--- src/rtl/rf_wb_sched.sv ---
// Write-back scheduler and register scoreboard: arbitrates the single register-file
// write port between ALU and load write-backs and tracks per-register busy bits.
module rf_wb_sched #(
  parameter int DATA_W     = 16,
  parameter int RF_ADDR_W  = 4,
  parameter int STARVE_MAX = 3
) (
  input  logic                 clock,
  input  logic                 rst,
  input  logic                 iss_valid,
  input  logic [RF_ADDR_W-1:0] iss_addr,
  output logic                 iss_ready,
  input  logic                 chk1_en,
  input  logic [RF_ADDR_W-1:0] chk1_addr,
  input  logic                 chk2_en,
  input  logic [RF_ADDR_W-1:0] chk2_addr,
  output logic                 chk_stall,
  input  logic                 a_valid,
  input  logic [RF_ADDR_W-1:0] a_addr,
  input  logic [DATA_W-1:0]    a_data,
  output logic                 a_ready,
  input  logic                 m_valid,
  input  logic [RF_ADDR_W-1:0] m_addr,
  input  logic [DATA_W-1:0]    m_data,
  output logic                 m_ready,
  output logic                 rf_we,
  output logic [RF_ADDR_W-1:0] rf_w_addr,
  output logic [DATA_W-1:0]    rf_w_data,
  output logic                 wb_orphan
);

  localparam int NREG  = 1 << RF_ADDR_W;
  localparam int CNT_W = $clog2(STARVE_MAX + 1);
  localparam logic [CNT_W-1:0] STARVE_LIM = CNT_W'(STARVE_MAX);

  typedef enum logic {PRI_M, PRI_A} pri_t;

  pri_t                 r_state;
  pri_t                 w_state_nxt;
  logic [CNT_W-1:0]     r_starve;
  logic [CNT_W-1:0]     w_starve_nxt;
  logic [NREG-1:0]      r_busy;
  logic [NREG-1:0]      w_busy_nxt;
  logic                 w_gnt_a;
  logic                 w_gnt_m;

  assign a_ready   = w_gnt_a;
  assign m_ready   = w_gnt_m;
  assign iss_ready = ~r_busy[iss_addr];
  assign chk_stall = (chk1_en & r_busy[chk1_addr]) | (chk2_en & r_busy[chk2_addr]);

  // Arbitration and anti-starvation bookkeeping
  always_comb begin
    w_gnt_a      = 1'b0;
    w_gnt_m      = 1'b0;
    w_state_nxt  = r_state;
    w_starve_nxt = r_starve;
    if (r_state == PRI_M) begin
      w_gnt_m = m_valid;
      w_gnt_a = a_valid & ~m_valid;
    end else begin
      w_gnt_a = a_valid;
      w_gnt_m = m_valid & ~a_valid;
    end
    if (w_gnt_a) begin
      w_starve_nxt = '0;
      w_state_nxt  = PRI_M;
    end else if (a_valid) begin
      if (r_starve != STARVE_LIM) w_starve_nxt = r_starve + 1'b1;
      if (w_starve_nxt == STARVE_LIM) w_state_nxt = PRI_A;
    end
  end

  // Clear before set so an issue onto a register hit by an orphan write still marks it busy
  always_comb begin
    w_busy_nxt = r_busy;
    if (rf_we) w_busy_nxt[rf_w_addr] = 1'b0;
    if (iss_valid & iss_ready) w_busy_nxt[iss_addr] = 1'b1;
  end

  // Registered write port, scoreboard and arbiter state
  always_ff @(posedge clock or posedge rst) begin
    if (rst) begin
      r_state   <= PRI_M;
      r_starve  <= '0;
      r_busy    <= '0;
      rf_we     <= 1'b0;
      rf_w_addr <= '0;
      rf_w_data <= '0;
      wb_orphan <= 1'b0;
    end else begin
      r_state   <= w_state_nxt;
      r_starve  <= w_starve_nxt;
      r_busy    <= w_busy_nxt;
      rf_we     <= w_gnt_a | w_gnt_m;
      wb_orphan <= rf_we & ~r_busy[rf_w_addr];
      if (w_gnt_m) begin
        rf_w_addr <= m_addr;
        rf_w_data <= m_data;
      end else if (w_gnt_a) begin
        rf_w_addr <= a_addr;
        rf_w_data <= a_data;
      end
    end
  end

endmodule
--- config.mk ---
export PLATFORM = sky130hd
export DESIGN_NAME = rf_wb_sched
export DESIGN_NICKNAME = d
export VERILOG_FILES = /design/src/rtl/rf_wb_sched.sv
export SDC_FILE = /design/constraint.sdc
export NUM_CORES = 1
export LEC_CHECK = 0
export CAP_MARGIN = 20
export CORE_MARGIN = 3
export CORE_UTILIZATION = 45
export DETAILED_ROUTE_END_ITERATION = 6
export GPL_TIMING_DRIVEN = 0
export PLACE_DENSITY_LB_ADDON = 0.25
export SYNTH_ARGS = -nofsm -noshare
export SYNTH_HDL_FRONTEND = slang
export SYNTH_SLANG_ARGS = --single-unit
--- constraint.sdc ---
create_clock -name clock -period 3.7 [get_ports clock]
set_input_delay 1.11 -clock clock [delete_from_list [all_inputs] [get_ports clock]]
set_output_delay 1.11 -clock clock [all_outputs]
set_load 0.02 [all_outputs]
# Word level (Yosys, flattened, before mapping)
# Cells that the tools add are included.
op_classes:
  addsub: 1
  n_lt_le_gt_ge: 6
  eq_ne: 2
  n_mux: 28
  n_bitwise: 15
  n_reduce_logical: 6
ops:
  columns: ["op", "count"]
  rows:
  - ["16-bit two-way mux", 4]
  - ["4-bit by 5-bit < comparator with 1-bit output (second input constant)", 4]
  - ["16-bit AND", 1]
  - ["1-bit binary-select mux with 4-bit select", 4]
  - ["16-bit NOT", 1]
  - ["16-bit OR", 1]
  - ["1-bit two-way mux", 11]
  - ["2-bit two-way mux", 5]
  - ["1-bit demux with 4-bit select", 2]
  - ["4-bit by 1-bit >= comparator with 1-bit output (second input constant)", 2]
  - ["4-bit two-way mux", 2]
  - ["1-bit AND", 6]
  - ["2-bit nonzero test", 3]
  - ["1-bit NOT", 4]
  - ["2-bit by 1-bit adder with 2-bit output (second input constant)", 1]
  - ["2-bit equality test (second input constant)", 1]
  - ["1-bit logical AND", 2]
  - ["2-bit inequality test (second input constant)", 1]
  - ["1-bit OR", 2]
  - ["2-bit AND reduction", 1]
word_totals:
  reg_bits: 41
  in_bits: 59
  out_inout_bits: 26
  wordCells: 65

# Depth between registers and ports, before layout
depth:
  ltp_word: 9
  ltp_mapped: 6
  mapped_depth_nobuf: 4

# Least setup slack after synthesis
# No wires, ideal clock.
synth_path:
  path_kind: "input to output"
  from: "in iss_addr[1]"
  to: "out iss_ready"
  arrival_ns: 2.370
  t_required_ns: 2.590
  setup_slack_ns: 0.220
  cell_stages: 4
  path_buffers: 1
  cell_sequence: "buf_2 -> mux4_2 -> mux4_2 -> inv_1"
synth_via:
  elab_chain_cells: 3
synth_lines:
  columns: ["element", "line_no", "source"]
  rows:
  - ["start, declared", "11", "input logic [RF_ADDR_W-1:0] iss_addr,"]
  - ["1-bit binary-select mux with 4-bit select", "49", "assign iss_ready = ~r_busy[iss_addr];"]
  - ["1-bit two-way mux (implied by the code)", "49", null]
  - ["1-bit NOT", "49", null]
  - ["end, declared", "12", "output logic iss_ready,"]
# No other way between the ends. The select of a mux whose other input is x is not followed.

# Worst setup path after layout
# Ends and elaborated chain as after synthesis.

==> metrics.txt <==
critical path endpoint iss_ready; Crit path depth 5; share of layout cells above drive strength 1 19.43%; I/O pins 85; Startpoint Class input port; Post-CTS Hold Buffers 0; Die Ht 79.67 um; full die area 6347 um2; crit path time final 3.653 ns; DIE WIDTH 79.67 um; Post-Syn Area 2442 um2; CTS buffer count 5; Critical Path End Type output pin; Achievable Freq 273.7 MHz; Power Internal 1.117 mW; CP dominant cell by count mux4_2; max incr delay on CP 0.51 ns; Clock Latency Late Sink 0.29 ns; Setup Skew 0.005909 ns; Yosys top cell area share 42.01%; fin crit share 98.73%; CP Data Arrival Time 2.54 ns; Sw Pwr 0.5691 mW; vias in the first global route 2,247; DP HPWL 4796 um; Worst-Margin Slew 0.8521 ns; Post-synth ARST share 100.0%; switch share 33.75%; largest fanout on the critical path 8; first-pass GRT wire length 10,580 um; worst hold start r_starve[1]; peak supply drop 0.2166 mV; final WL 6443 um; RSZ-0062 raised after global routing no; vias per cell 5.565; CTS sink cnt 41; Top FF cell, synth dfrtp_1; Critical-path top delay cell mux4_2; yosys warns 0; Port Buffers 81; Hold Path Depth 2; R2R setup slack 1.96 ns; Initial DRT Pass Iterations 4; Syn Area/Cell 10.76 um2; drt initial violations 104; total grt overflow 0; Comb pwr share 40.7%; final setup TNS 0 ns; largest net degree at the start of global routing 42; Synth Register Bits 41; H-tree level count 2; leakage power 1.347 nW; Root Driver clkbuf_8; Power per Cell Area 492.9 nW/um2; Diodes inserted 0; Setup-failing EPs final 0; area post-placement 3341 um2; ranking of synthesized cells by area dfrtp_1 (42%), mux4_2 (15%), mux2_2 (11%); CP cell instances buf_4 -> mux4_2 -> mux4_2 -> inv_1 -> clkdlybuf4s15_2; final hold violations 0; Synth top cells by count nor2_1 (43), dfrtp_1 (41), o21ai_0 (30); Post-route DRC 0; Slew HR 43.11%; Slew Viols, Final 0; GP Congestion 0.8793; Std-Cell Core Area 5172 um2; critical path type input port to output pin; P&R area growth vs syn 40.06%; Post-synth EDFFs 0; initial antenna violation count 0; Starting Density 47.22%; r2r startpoint rf_w_addr[1]; via count 2,137; Seq/Total Area, Yosys 42.01%; status complete, no violations; max_cap viols 0; Yosys cell types 25; Reg power frac 42.3%; Wirelength per Cell 16.78 um; GR Util All Layers 21.94%; CP Launch Point iss_addr[1]; Required @ worst endpoint 2.59 ns; top cell type by total area after synthesis dfrtp_1; final-stage net count 372; most frequent cell after synthesis nor2_1; Worst Reg-to-Reg Cells 4; Row Count 26; CP top delay family multiplexers; Final Cell Area 3421 um2; Hold Crit Class register to register; worst r2r dst wb_orphan; Cells after Synth 227; CTS Buffer Depth 2; clock-pin slew on the worst setup and hold paths 0.08 ns; CTS tree yes; clock share of power 17.0%; antenna-violating nets left 0; buffer and inverter count on the worst path 3; syn nets 286
[layout make-up]
cell class | count | area, um2
Buffer | 11 | 70.07
Clock buffer | 8 | 80.08
Fill cell | 416 | 1752
Inverter | 4 | 15.01
Multi-Input combinational cell | 169 | 1334
Sequential cell | 41 | 1026
Tap cell | 70 | 87.58
Timing Repair Buffer | 81 | 808.3
[kinds of logic (layout without fill, tap and decap cells)]
| family | after synthesis | in the layout | share of synthesized area (%) |
|---|---|---|---|
| flip-flops | 41 | 41 | 42.01 |
| multiplexers | 42 | 42 | 27.97 |
| buffers and inverters | 17 | 104 | 3.688 |
| AND/OR/NAND/NOR | 73 | 73 | 14.19 |
| AO/OA/AOI/OAI | 54 | 54 | 12.14 |
[power by group through the flow]
stage / sequential (mW) / clock (mW) / combinational [mW]
after global placement: 0.714 / 0 / 0.677
final: 0.714 / 0.286 / 0.686
after CTS: 0.710 / 0.292 / 0.691
after detailed placement: 0.718 / 0 / 0.692
after floorplan: 0.710 / 0 / 0.417
after global routing: 0.733 / 0.309 / 0.751
[worst min-delay path by stage]
stage,end,slack (ns)
finish,r_starve[1],0.53
global route,r_state,0.59
CTS,r_starve[1],0.54
detailed placement,r_starve[1],0.52
global placement,r_starve[1],0.51
floorplan,r_starve[1],0.48
[through the flow]
| stage | total power [mW] | worst slack [ns] | util [%] | hold slack (ns) | cells |
|---|---|---|---|---|---|
| global placement | 1.391 | -0.6730 | 64.59 | 0.5120 | 378 |
| global route | 1.793 | 0.009881 | 66.13 | 0.5928 | 384 |
| floorplan | 1.127 | 0.2204 | - | 0.4849 | 227 |
| CTS | 1.693 | 0.005502 | 66.09 | 0.5372 | 385 |
| finish | 1.686 | 0.04685 | 66.13 | 0.5297 | 384 |
| detailed placement | 1.410 | -0.7112 | 64.59 | 0.5152 | 378 |
[worst reg2reg max path, stage by stage, from the launching register on]
cell,delay [ns]
dfrtp_1,0.37
buf_6,0.14
mux4_1,0.57
mux4_2,0.48
nor2b_1,0.12
[repair_timing]
item	in CTS	in global routing
resized for setup	18	6
hold endpoints to repair	0	0
buffers inserted	0	0
endpoints found under the setup margin	3	3
[registers in the layout, summed over array words and instances (netlist names)]
name / flops
r_state: 1
rf_we: 1
wb_orphan: 1
rf_w_addr: 4
r_starve: 2
rf_w_data: 16
r_busy: 16
[layer usage]
layer	GRT usage (%)	wire [um]
met1	25.60	2495
met2	37.31	3268
met3	7.223	573
met4	8.419	106
met5	0	0
[cells in the final DEF, fill, tap and decap left out, drive strengths merged, types with 2 or more instances in the layout]
master,count
clkbuf,14
buf,7
nand3,4
or2,2
inv,4
dfrtp,41
nand2,6
dlymetal6s2s,2
nand2b,2
mux4,18
o21ai,32
nor2,43
dlygate4sd2,2
mux2,24
o22ai,21
clkdlybuf4s15,2
nand3b,7
or3b,4
clkdlybuf4s50,73
No activity file was read; power rests on OpenSTA's default activity.
